## src/rtl/k054539_dac_rx.sv

```systemverilog
// k054539_dac_rx: deserialises the 054539 serial audio stream into parallel front/rear stereo words
module k054539_dac_rx #(
    parameter int WORD_BITS   = 16,
    parameter int SYNC_STAGES = 2
) (
    input  logic                 CLK,
    input  logic                 NRES,
    input  logic                 EN,
    input  logic                 PIN_DTCK,
    input  logic                 PIN_WDCK,
    input  logic                 PIN_FRDT,
    input  logic                 PIN_REDT,
    output logic [WORD_BITS-1:0] FRONT_L,
    output logic [WORD_BITS-1:0] FRONT_R,
    output logic [WORD_BITS-1:0] REAR_L,
    output logic [WORD_BITS-1:0] REAR_R,
    output logic                 FRAME_STB,
    output logic                 SHORT_ERR
);
    localparam int CW = $clog2(WORD_BITS + 1);
    localparam logic [CW-1:0] FULL = CW'(WORD_BITS);

    typedef enum logic [1:0] {WAIT_SYNC, LEFT, RIGHT} state_t;

    state_t                 state;
    logic [SYNC_STAGES-1:0] dtck_s, wdck_s, frdt_s, redt_s;
    logic                   dtck_prev, wd_hist, left_ok, upd;
    logic [CW-1:0]          bit_cnt, cnt_nx;
    logic [WORD_BITS-1:0]   front_sr, rear_sr, front_nx, rear_nx, hold_fl, hold_rl;
    logic                   wdck, rise, shift, wd_rise, wd_fall, full;

    // bring the serial pins into the CLK domain
    always_ff @(posedge CLK or negedge NRES) begin
        if (!NRES) begin
            dtck_s <= '0;
            wdck_s <= '0;
            frdt_s <= '0;
            redt_s <= '0;
        end else begin
            dtck_s <= {dtck_s[SYNC_STAGES-2:0], PIN_DTCK};
            wdck_s <= {wdck_s[SYNC_STAGES-2:0], PIN_WDCK};
            frdt_s <= {frdt_s[SYNC_STAGES-2:0], PIN_FRDT};
            redt_s <= {redt_s[SYNC_STAGES-2:0], PIN_REDT};
        end
    end

    // bit-clock edge, word-clock edges (seen only on bit-clock rises) and the shifted words including this bit
    always_comb begin
        wdck     = wdck_s[SYNC_STAGES-1];
        rise     = dtck_s[SYNC_STAGES-1] & ~dtck_prev;
        shift    = rise & EN;
        wd_rise  = wdck & ~wd_hist;
        wd_fall  = ~wdck & wd_hist;
        front_nx = {front_sr[WORD_BITS-2:0], frdt_s[SYNC_STAGES-1]};
        rear_nx  = {rear_sr[WORD_BITS-2:0], redt_s[SYNC_STAGES-1]};
        cnt_nx   = (bit_cnt == FULL) ? FULL : bit_cnt + 1'b1;
        full     = cnt_nx == FULL;
    end

    // word framing state machine; output words move together and the strobe follows one CLK later
    always_ff @(posedge CLK or negedge NRES) begin
        if (!NRES) begin
            state     <= WAIT_SYNC;
            dtck_prev <= 1'b0;
            wd_hist   <= 1'b0;
            left_ok   <= 1'b0;
            upd       <= 1'b0;
            bit_cnt   <= '0;
            front_sr  <= '0;
            rear_sr   <= '0;
            hold_fl   <= '0;
            hold_rl   <= '0;
            FRONT_L   <= '0;
            FRONT_R   <= '0;
            REAR_L    <= '0;
            REAR_R    <= '0;
            FRAME_STB <= 1'b0;
            SHORT_ERR <= 1'b0;
        end else begin
            dtck_prev <= dtck_s[SYNC_STAGES-1];
            upd       <= 1'b0;
            FRAME_STB <= upd;
            SHORT_ERR <= 1'b0;
            if (rise) wd_hist <= wdck;
            if (!EN) begin
                state   <= WAIT_SYNC;
                bit_cnt <= '0;
                left_ok <= 1'b0;
            end else if (shift) begin
                front_sr <= front_nx;
                rear_sr  <= rear_nx;
                case (state)
                    LEFT: begin
                        bit_cnt <= wd_rise ? '0 : cnt_nx;
                        if (wd_rise) begin
                            state     <= RIGHT;
                            left_ok   <= full;
                            SHORT_ERR <= ~full;
                            if (full) begin
                                hold_fl <= front_nx;
                                hold_rl <= rear_nx;
                            end
                        end
                    end
                    RIGHT: begin
                        bit_cnt <= wd_fall ? '0 : cnt_nx;
                        if (wd_fall) begin
                            state     <= LEFT;
                            SHORT_ERR <= ~full;
                            if (full && left_ok) begin
                                FRONT_L <= hold_fl;
                                REAR_L  <= hold_rl;
                                FRONT_R <= front_nx;
                                REAR_R  <= rear_nx;
                                upd     <= 1'b1;
                            end
                        end
                    end
                    default: begin
                        bit_cnt <= '0;
                        left_ok <= 1'b0;
                        if (wd_fall) state <= LEFT;
                    end
                endcase
            end
        end
    end
endmodule

```

## config.mk

```make
export PLATFORM = sky130hd
export DESIGN_NAME = k054539_dac_rx
export DESIGN_NICKNAME = d
export VERILOG_FILES = /design/src/rtl/k054539_dac_rx.sv
export SDC_FILE = /design/constraint.sdc
export NUM_CORES = 1
export LEC_CHECK = 0
export BUFFER_PORTS_ARGS = -buffer_cell sky130_fd_sc_hd__buf_2
export CAP_MARGIN = 20
export CORE_AREA = 2 2 108 100
export DETAILED_ROUTE_END_ITERATION = 10
export DIE_AREA = 0 0 110 102
export GPL_TIMING_DRIVEN = 0
export PLACE_DENSITY = 0.78
export SYNTH_ARGS = -nofsm -noshare
export SYNTH_HDL_FRONTEND = slang
export SYNTH_SLANG_ARGS = --single-unit
```

## constraint.sdc

```tcl
create_clock -name CLK -period 2.55 [get_ports CLK]
set_input_delay 0.51 -clock CLK [delete_from_list [all_inputs] [get_ports CLK]]
set_output_delay 0.51 -clock CLK [all_outputs]
set_load 0.01 [all_outputs]
```

==> impl_metrics.env, run 1 <==
export IMPL_min_period_ns=2.38
export IMPL_layout_drive_gt1_share_pct=40.5
export IMPL_routedWlPerCell_um=17.1
export IMPL_antenna_found_initial=0
export IMPL_synth_seq_cells=147
export IMPL_rr_worst_depth=7
export IMPL_clkPwrFrac_pct=46.7
export IMPL_die_width_um=110
export IMPL_clk_latency_ns=0.52
export IMPL_power_density_nw_per_um2=779
export IMPL_critPathKind="reg2reg"
export IMPL_cts_made_buffers=17
export IMPL_endpoint_kind="flip-flop"
export IMPL_final_core_util_pct=67.8
export IMPL_die_height_um=102
export IMPL_comb_power_share_pct=4.3
export IMPL_final_area_um2=6800
export IMPL_num_vias=3171
export IMPL_grt_use_total_pct=19.7
export IMPL_viasPerCell=5.41
export IMPL_p_leak_nw=3.67
export IMPL_startpoint_type="flip-flop"
export IMPL_initial_utilization_pct=56.2
export IMPL_area_delta_synth_final_pct=20.6
export IMPL_yosysSeqAreaShare_pct=65.3
export IMPL_hp_class="in2reg"
export IMPL_finClkSkew_ns=0.00985
export IMPL_htree_num_levels=4
export IMPL_portBuffers=72
export IMPL_clk_pin_slew_ns=0.06
export IMPL_yosysWarningCount=0
export IMPL_cts_sinks=147
export IMPL_ioPinCount=73
export IMPL_ant_nets=0
export IMPL_hold_path_endpoint="wdck_s[0]$_DFF_PN0_"
export IMPL_hold_path_startpoint="PIN_WDCK"
export IMPL_cts_tree="done"
export IMPL_synth_cell_types=37
export IMPL_hpwlAfterDp_um=6600
export IMPL_root_buffer="clkbuf_8"
export IMPL_detailed_place_area_um2=6190
export IMPL_tns_ns=0
export IMPL_drt_iter0_markers=126
export IMPL_dp_cells=553
export IMPL_switchingPower_mw=1.26
export IMPL_syn_num_nets=362
export IMPL_slew_headroom_pct=56.6
export IMPL_grt_overflow_total=0
export IMPL_hold_viol_final=0
export IMPL_p_total_mw=5.29
export IMPL_p_seq_share_pct=48.9
export IMPL_grt_pass1_vias=3275
export IMPL_fp_coreArea_um2=10000
export IMPL_rows=35
export IMPL_drv_cap=0
export IMPL_synth_cells=351
export IMPL_cp_max_fo=10
export IMPL_grt_pass1_wl_um=16400
export IMPL_final_cell_count_no_fill=586
export IMPL_setup_viol=0
export IMPL_sw_frac_of_total_pct=23.8
export IMPL_crit_required_ns=2.95
export IMPL_r2r_slack_ns=0.17
export IMPL_grt_max_degree=97
export IMPL_nNetsFinal=455
export IMPL_totalWireLength_um=10000
export IMPL_r2r_start="bit_cnt[0]$_DFFE_PN0P_"
export IMPL_intPower_mw=4.03
export IMPL_clockBufferDepth=2
export IMPL_first_pass_iters=4
export IMPL_gp_congestion=0.907
export IMPL_die_area_um2=11200
export IMPL_critPathArrivalTime_ns=2.78
export IMPL_synth_area_um2=5640
export IMPL_final_period_utilization_pct=93.3
export IMPL_r2r_end="REAR_L[4]$_DFFE_PN0P_"
export IMPL_worst_ir_drop_vdd_mv=0.430
export IMPL_max_freq_mhz=420
export IMPL_rsz0062_at_grt="no"
export IMPL_drv_slew=0
export IMPL_status="finished clean"
export IMPL_drc=0
export IMPL_antenna_cells=0
export IMPL_hold_path_depth=1
export IMPL_worstMarginPinSlew_ns=0.651
export IMPL_syn_avg_cell_area_um2=16.1
export IMPL_fillers=714
-- logic make-up (layout without fill, tap and decap cells) --
group	Yosys count	after routing	synth area share [%]
AO/OA/AOI/OAI	18	18	2.46
AND/OR/NAND/NOR	32	32	3.33
adder cells (fa/ha/maj)	4	4	0.888
buffers and inverters	20	126	2.22
multiplexers	127	127	25.4
flip-flops	147	147	65.3
XOR/XNOR	3	3	0.466
-- repair_timing --
action,4_1_cts,5_1_grt
hold buffers,1,0
setup buffers,0,0
gates resized for setup,0,0
hold endpoints to repair,51,0
-- synthesized netlist by cell type, drive strengths merged --
| master | count | area share [%] |
|---|---|---|
| a2111oi | 1 | 0.27 |
| a211o | 1 | 0.16 |
| a211oi | 1 | 0.13 |
| a21boi | 2 | 0.27 |
| a21oi | 3 | 0.27 |
| a221o | 1 | 0.18 |
| a22o | 4 | 0.62 |
| a311oi | 1 | 0.16 |
| and2 | 1 | 0.11 |
| and3 | 1 | 0.11 |
| and4 | 1 | 0.16 |
| buf | 10 | 1.6 |
| clkbuf | 4 | 0.27 |
| dfrtp | 147 | 65 |
| ha | 4 | 0.89 |
| inv | 6 | 0.40 |
| mux2 | 127 | 25 |
| nand2 | 4 | 0.27 |
| nand2b | 3 | 0.33 |
| nand3 | 2 | 0.18 |
| nand3b | 2 | 0.27 |
| nand4 | 3 | 0.33 |
| nand4b | 1 | 0.16 |
| nor2 | 3 | 0.20 |
| nor2b | 3 | 0.33 |
| nor3 | 2 | 0.18 |
| nor3b | 2 | 0.27 |
| nor4 | 2 | 0.22 |
| o21a | 1 | 0.13 |
| o21ai | 2 | 0.18 |
| o22ai | 1 | 0.11 |
| or2 | 2 | 0.22 |
| xnor2 | 2 | 0.31 |
| xor2 | 1 | 0.16 |
-- power groups by stage --
stage | Sequential (mW) | Combinational [mW] | Clock [mW]
detailed placement | 2.63 | 0.231 | 0
global placement | 2.62 | 0.211 | 0
global route | 2.61 | 0.257 | 2.62
CTS | 2.59 | 0.235 | 2.51
finish | 2.59 | 0.229 | 2.47
floorplan | 2.58 | 0.150 | 0
-- final cells by class --
class                      count  area (um2)  share of cell area (%)
tap                          129         161                    2.37
clock buffer                  18         428                    6.30
inverter                       6        22.5                   0.331
multi-input combinational    184        1830                    27.0
sequential                   147        3680                    54.1
clock inverter                14         166                    2.45
timing repair buffer          74         404                    5.95
buffer                        14         103                    1.51
-- stage by stage --
step	setup slack, ns	hold slack, ns
after floorplan	0.474	0.214
after global placement	-1.00	0.335
after detailed placement	0.209	0.337
after CTS	0.211	0.0722
after global routing	0.0431	0.0723
final	0.172	0.0900
-- how the worst max path moves through the flow --
stage,slack (ns),end,from
after detailed placement,0.21,REAR_L[4]$_DFFE_PN0P_,EN
final,0.17,REAR_L[4]$_DFFE_PN0P_,bit_cnt[0]$_DFFE_PN0P_
after global placement,-1.00,hold_rl[6]$_DFFE_PN0P_,NRES
after floorplan,0.47,FRONT_L[0]$_DFFE_PN0P_,bit_cnt[0]$_DFFE_PN0P_
after CTS,0.21,hold_fl[3]$_DFFE_PN0P_,bit_cnt[0]$_DFFE_PN0P_
after global routing,0.04,hold_fl[3]$_DFFE_PN0P_,bit_cnt[0]$_DFFE_PN0P_
-- critical path, stage by stage, from the launching register on --
cell and delay (ns):
dfrtp_1 0.42, ha_1 0.27, nor2b_1 0.18, a2111oi_2 0.43, nand4b_1 0.16, buf_2 0.27
buf_6 0.20, mux2_1 0.32
-- layer usage --
layer	track usage, %	share of wire, %	vias up
met1	25.3	45	1636
met4	9.35	1.5	0
met3	4.53	4.5	14
li1	-	-	1447
met2	31.8	49	74
met5	0	0	-
-- registers in the layout, summed over array words and instances (netlist names), 2 cells and up --
| register | cells |
|---|---|
| redt_s | 2 |
| FRONT_R | 16 |
| state | 2 |
| front_sr | 15 |
| dtck_s | 2 |
| rear_sr | 15 |
| bit_cnt | 5 |
| wdck_s | 2 |
| REAR_L | 16 |
| REAR_R | 16 |
| frdt_s | 2 |
| FRONT_L | 16 |
| hold_fl | 16 |
| hold_rl | 16 |
-- layout by cell type (no fill, tap or decap), drive strengths merged, types with 3 or more instances in the layout --
master,Yosys,layout
a21oi,3,3
a22o,4,4
buf,10,83
clkbuf,4,22
clkinv,0,3
clkinvlp,0,3
dfrtp,147,147
ha,4,4
inv,6,12
mux2,127,127
nand2,4,4
nand2b,3,3
nand4,3,3
nor2,3,3
nor2b,3,3
No activity file was read; power rests on OpenSTA's default activity.
==> run 2, diff against run 1 <==
- GPL_ROUTABILITY_DRIVEN: default -> 0
- clock period: 2.55 -> 2.53 ns (I/O delays scaled with it)
==> run 2 against run 1 <==
Against the previous run:
- global-route usage increased by 0.58 points
- worst setup slack improved by 0.033 ns
- design area increased by 0.87%
- worst hold slack improved by 0.0084 ns
- largest cell class unchanged
- highest routed layer unchanged
==> impl_metrics.env, run 2 (synthesis gave the netlist of run 1 again) <==
export IMPL_status="finished clean"
export IMPL_hpwlAfterDp_um=6510
export IMPL_cts_setup_buffers=0
export IMPL_dp_cells=553
export IMPL_clk_pin_slew_ns=0.07
export IMPL_first_pass_iters=4
export IMPL_finClkSkew_ns=0.00852
export IMPL_final_cell_mix="147 x dfrtp_1, 75 x buf_2, 67 x mux2_2"
export IMPL_portBuffers=72
export IMPL_fp_coreArea_um2=10000
export IMPL_critPathArrivalTime_ns=2.71
export IMPL_p_total_mw=5.56
export IMPL_drv_slew=0
export IMPL_clockBufferDepth=2
export IMPL_rsz0062_at_grt="no"
export IMPL_power_density_nw_per_um2=811
export IMPL_endpoint_kind="flip-flop"
export IMPL_max_freq_mhz=430
export IMPL_antenna_found_initial=0
export IMPL_fillers=681
export IMPL_final_cell_count_no_fill=586
export IMPL_area_delta_synth_final_pct=21.6
export IMPL_tns_ns=0
export IMPL_cts_made_buffers=17
export IMPL_root_buffer="clkbuf_8"
export IMPL_ant_nets=0
export IMPL_cts_hold_fix_buffers=1
export IMPL_p_leak_nw=3.69
export IMPL_drc=0
export IMPL_die_width_um=110
export IMPL_layout_commonest_cell="dfrtp_1"
export IMPL_drt_iter0_markers=121
export IMPL_grt_overflow_total=0
export IMPL_hold_path_startpoint="PIN_REDT"
export IMPL_crit_required_ns=2.92
export IMPL_critPathLaunch="bit_cnt[0]$_DFFE_PN0P_"
export IMPL_layout_drive_gt1_share_pct=40.5
export IMPL_cts_tree="done"
export IMPL_worst_ir_drop_vdd_mv=0.533
export IMPL_antenna_cells=0
export IMPL_viasPerCell=5.48
export IMPL_ioPinCount=73
export IMPL_startpoint_type="flip-flop"
export IMPL_multi_input_area_um2=1830
export IMPL_hp_class="in2reg"
export IMPL_grt_pass1_wl_um=17000
export IMPL_clk_latency_ns=0.51
export IMPL_r2r_slack_ns=0.20
export IMPL_htree_num_levels=4
export IMPL_routedWlPerCell_um=17.3
export IMPL_totalWireLength_um=10100
export IMPL_hold_viol_final=0
export IMPL_crit_path_top_delay_cell="dfrtp_1"
export IMPL_die_area_um2=11200
export IMPL_die_height_um=102
export IMPL_grt_use_total_pct=20.2
export IMPL_critPathKind="reg2reg"
export IMPL_r2r_start="bit_cnt[0]$_DFFE_PN0P_"
export IMPL_nNetsFinal=455
export IMPL_cp_max_fo=10
export IMPL_rows=35
export IMPL_cts_sinks=147
export IMPL_setup_viol=0
export IMPL_cts_resized=0
export IMPL_grt_max_degree=98
export IMPL_final_period_utilization_pct=91.9
export IMPL_min_period_ns=2.33
export IMPL_drv_cap=0
export IMPL_path_cells="ha_1, nor2b_1, a2111oi_2, nand4_1, buf_2, mux2_2"
export IMPL_slew_headroom_pct=59.9
export IMPL_worstMarginPinSlew_ns=0.601
export IMPL_num_vias=3212
export IMPL_initial_utilization_pct=56.2
export IMPL_seqCellArea_um2=3680
export IMPL_grt_pass1_vias=3369
export IMPL_critPathMaxStageDelay_ns=0.42
run 2: changes by cell type in the layout (fill, tap and decap cells not counted):
cell,previous run,this run
clkinvlp_4,3,5
inv_8,2,1
inv_6,4,2
bufinv_16,2,5
clkinv_4,3,1
run 2: worst paths after layout:
check	end	cells past startpoint
worst min-delay path	redt_s[0]$_DFF_PN0_	1
worst min register to register	frdt_s[1]$_DFF_PN0_	0
worst max register to register	hold_rl[12]$_DFFE_PN0P_	6
max in group asynchronous	REAR_R[11]$_DFFE_PN0P_	3
worst max-delay path	hold_rl[12]$_DFFE_PN0P_	6
min in group asynchronous	frdt_s[1]$_DFF_PN0_	2
run 2: power by group:
group          switching, mW  total, mW  internal [mW]
registers              0.127       2.61           2.48
logic                  0.107      0.230          0.123
clock network          0.976       2.72           1.74
run 2: metrics by stage:
stage                     utilization (%)  hold WS, ns  area (um2)  setup slack [ns]
final                                68.4       0.0985        6860             0.205
after global routing                 68.4       0.0635        6860            0.0161
after detailed placement             61.7        0.336        6190             0.163
after CTS                            68.4       0.0759        6860             0.184
after floorplan                         -        0.210        5640             0.454
after global placement               61.4        0.335        6160             -1.03
run 2: critical path, delay by kind of cell, from the launching register on:
kind	cells	cell delay (ns)
adders and majority gates	1	0.27
AOI/OAI and AO/OA	1	0.41
DFF	1	0.42
muxes	1	0.31
and+or+nand+nor	2	0.47
buffers and inverters	1	0.32
run 2: cell type report:
class | instances | share of cell area [%]
timing repair buffer | 74 | 5.90
clock buffer | 18 | 6.24
sequential | 147 | 53.7
tap | 129 | 2.35
multi-input combinational | 184 | 26.7
clock inverter | 14 | 3.29
buffer | 14 | 1.50
inverter | 6 | 0.329
run 2: routing by layer:
layer  GRT usage [%]  wire [um]
met5               0          0
met4            6.04         31
met3            6.44        529
met2            32.9       5090
met1            26.3       4470
==> run 3, diff against run 2 <==
- clock period: 2.53 -> 2.3 ns (I/O delays scaled with it)
==> run 3 against run 2 <==
Against the previous run:
- design area is 0.80% higher
- highest routed layer unchanged
- critical endpoint is now FRONT_R[1]$_DFFE_PN0P_
- sequential power is 10% higher
- die area stayed put
- largest cell class unchanged
- worst hold slack worse by 0.048 ns
- clock power is 9.9% higher
- largest power group unchanged
- non-clock buffer count is 4 higher
- critical path depth is 2 higher
- utilization is 0.55 points higher
- final cell count is 0.68% higher
==> impl_metrics.env, run 3 (synthesis gave the netlist of run 1 again) <==
export IMPL_grt_pass1_wl_um=17000
export IMPL_worst_ir_drop_vdd_mv=0.586
export IMPL_die_height_um=102
export IMPL_grt_pass1_vias=3371
export IMPL_num_vias=3211
export IMPL_antenna_found_initial=0
export IMPL_hold_viol_final=0
export IMPL_startpoint_type="flip-flop"
export IMPL_cts_made_buffers=17
export IMPL_slew_headroom_pct=57.5
export IMPL_p_leak_nw=3.71
export IMPL_cts_tree="done"
export IMPL_grt_overflow_total=0
export IMPL_setup_viol=0
export IMPL_rows=35
export IMPL_worstMarginPinSlew_ns=0.638
export IMPL_endpoint_kind="flip-flop"
export IMPL_drt_met1_wl_um=4450
export IMPL_p_total_mw=6.12
export IMPL_fp_coreArea_um2=10000
export IMPL_min_period_ns=2.19
export IMPL_htree_num_levels=4
export IMPL_portBuffers=72
export IMPL_wl_met3_um=545
export IMPL_root_buffer="clkbuf_8"
export IMPL_initial_utilization_pct=56.2
export IMPL_die_area_um2=11200
export IMPL_critPathKind="reg2reg"
export IMPL_ant_nets=0
export IMPL_routedWlPerCell_um=17.1
export IMPL_drv_cap=0
export IMPL_first_pass_iters=4
export IMPL_clk_latency_ns=0.51
export IMPL_ioPinCount=73
export IMPL_cp_max_fo=10
export IMPL_power_density_nw_per_um2=885
export IMPL_grt_use_total_pct=20.2
export IMPL_place_ws_ns=-0.0254
export IMPL_setup_ws_ns=0.109
export IMPL_critPathArrivalTime_ns=2.57
export IMPL_hp_class="in2reg"
export IMPL_totalWireLength_um=10100
export IMPL_drc=0
export IMPL_clockBufferDepth=2
export IMPL_route_met2_wl_um=5060
export IMPL_viasPerCell=5.44
export IMPL_grt_max_degree=98
export IMPL_nNetsFinal=459
export IMPL_final_period_utilization_pct=95.3
export IMPL_final_cell_mix="147 x dfrtp_1, 71 x buf_2, 67 x mux2_2"
export IMPL_layout_commonest_cell="dfrtp_1"
export IMPL_antenna_cells=0
export IMPL_die_width_um=110
export IMPL_finClkSkew_ns=0.00918
export IMPL_top_layer_used="met4"
export IMPL_max_freq_mhz=456
export IMPL_hpwlAfterDp_um=6510
export IMPL_crit_required_ns=2.68
export IMPL_layout_drive_gt1_share_pct=41.2
export IMPL_clk_pin_slew_ns=0.07
export IMPL_status="finished clean"
export IMPL_drv_slew=0
export IMPL_area_delta_synth_final_pct=22.6
export IMPL_cts_sinks=147
export IMPL_drt_iter0_markers=128
[run 3: cell count changes in the layout (fill, tap and decap cells not counted)]
cell / delta
buf_4: +8
buf_2: -4
ha_1: -1
a2111oi_4: +1
a2111oi_2: -1
ha_2: +1
[run 3: final cells by class]
type,instances,area (um2)
flip-flops and latches,147,3680
fillers,672,3120
multi-input cells,184,1850
repair buffers,78,434
clock buffers,18,428
clock inverters,14,225
well taps,129,161
plain buffers,14,113
inverters,6,22.5
[run 3: path summary, 6_finish.rpt]
path,startpoint,endpoint,slack [ns],cells after the start
min reg2reg,frdt_s[0]$_DFF_PN0_,frdt_s[1]$_DFF_PN0_,0.35,0
min in group asynchronous,NRES,FRONT_L[0]$_DFFE_PN0P_,0.47,2
max reg2reg,bit_cnt[0]$_DFFE_PN0P_,FRONT_R[1]$_DFFE_PN0P_,0.11,8
min,PIN_REDT,redt_s[0]$_DFF_PN0_,0.05,1
max in group asynchronous,NRES,REAR_R[11]$_DFFE_PN0P_,1.01,3
max,bit_cnt[0]$_DFFE_PN0P_,FRONT_R[1]$_DFFE_PN0P_,0.11,8
[run 3: repair_timing]
action | 4_1_cts | 5_1_grt
pin swaps | 1 | 2
setup buffers | 1 | 3
hold buffers | 1 | 0
endpoints found under the setup margin | 40 | 91
hold endpoints to repair | 50 | 0
gates resized for setup | 1 | 8
[run 3: worst max-delay path, cell delays in order, from the launching register on]
cell and delay, ns:
dfrtp_1 0.42, inv_1 0.09, ha_1 0.14, nand3b_1 0.16, a2111oi_4 0.40, nand4b_1 0.13, buf_4 0.22, buf_6 0.16
mux2_1 0.33
[run 3: where the power goes]
| group | total, mW | switching, mW | internal, mW | leakage, nW |
|---|---|---|---|---|
| clock network | 2.99 | 1.08 | 1.92 | 0.302 |
| logic | 0.254 | 0.118 | 0.136 | 1.40 |
| registers | 2.87 | 0.140 | 2.73 | 2.01 |
| total | 6.12 | 1.33 | 4.78 | 3.71 |
[run 3: layer usage]
metal,global-route usage (%),vias up
li1,-,1462
met1,26.2,1656
met2,33.0,85
met3,6.44,8
met4,5.84,0
met5,0,-
[run 3: metrics by stage]
step / setup TNS, ns / cell area, um2 / utilization, % / hold slack, ns / cells
3_5_place_dp: -0.228 / 6190 / 61.7 / 0.336 / 553
5_1_grt: -0.0132 / 6910 / 68.9 / 0.0175 / 590
4_1_cts: -0.00230 / 6870 / 68.5 / 0.0299 / 587
6_report: 0 / 6910 / 68.9 / 0.0506 / 590
2_1_floorplan: 0 / 5640 / - / 0.164 / 351
3_3_place_gp: -176.92 / 6160 / 61.4 / 0.335 / 552
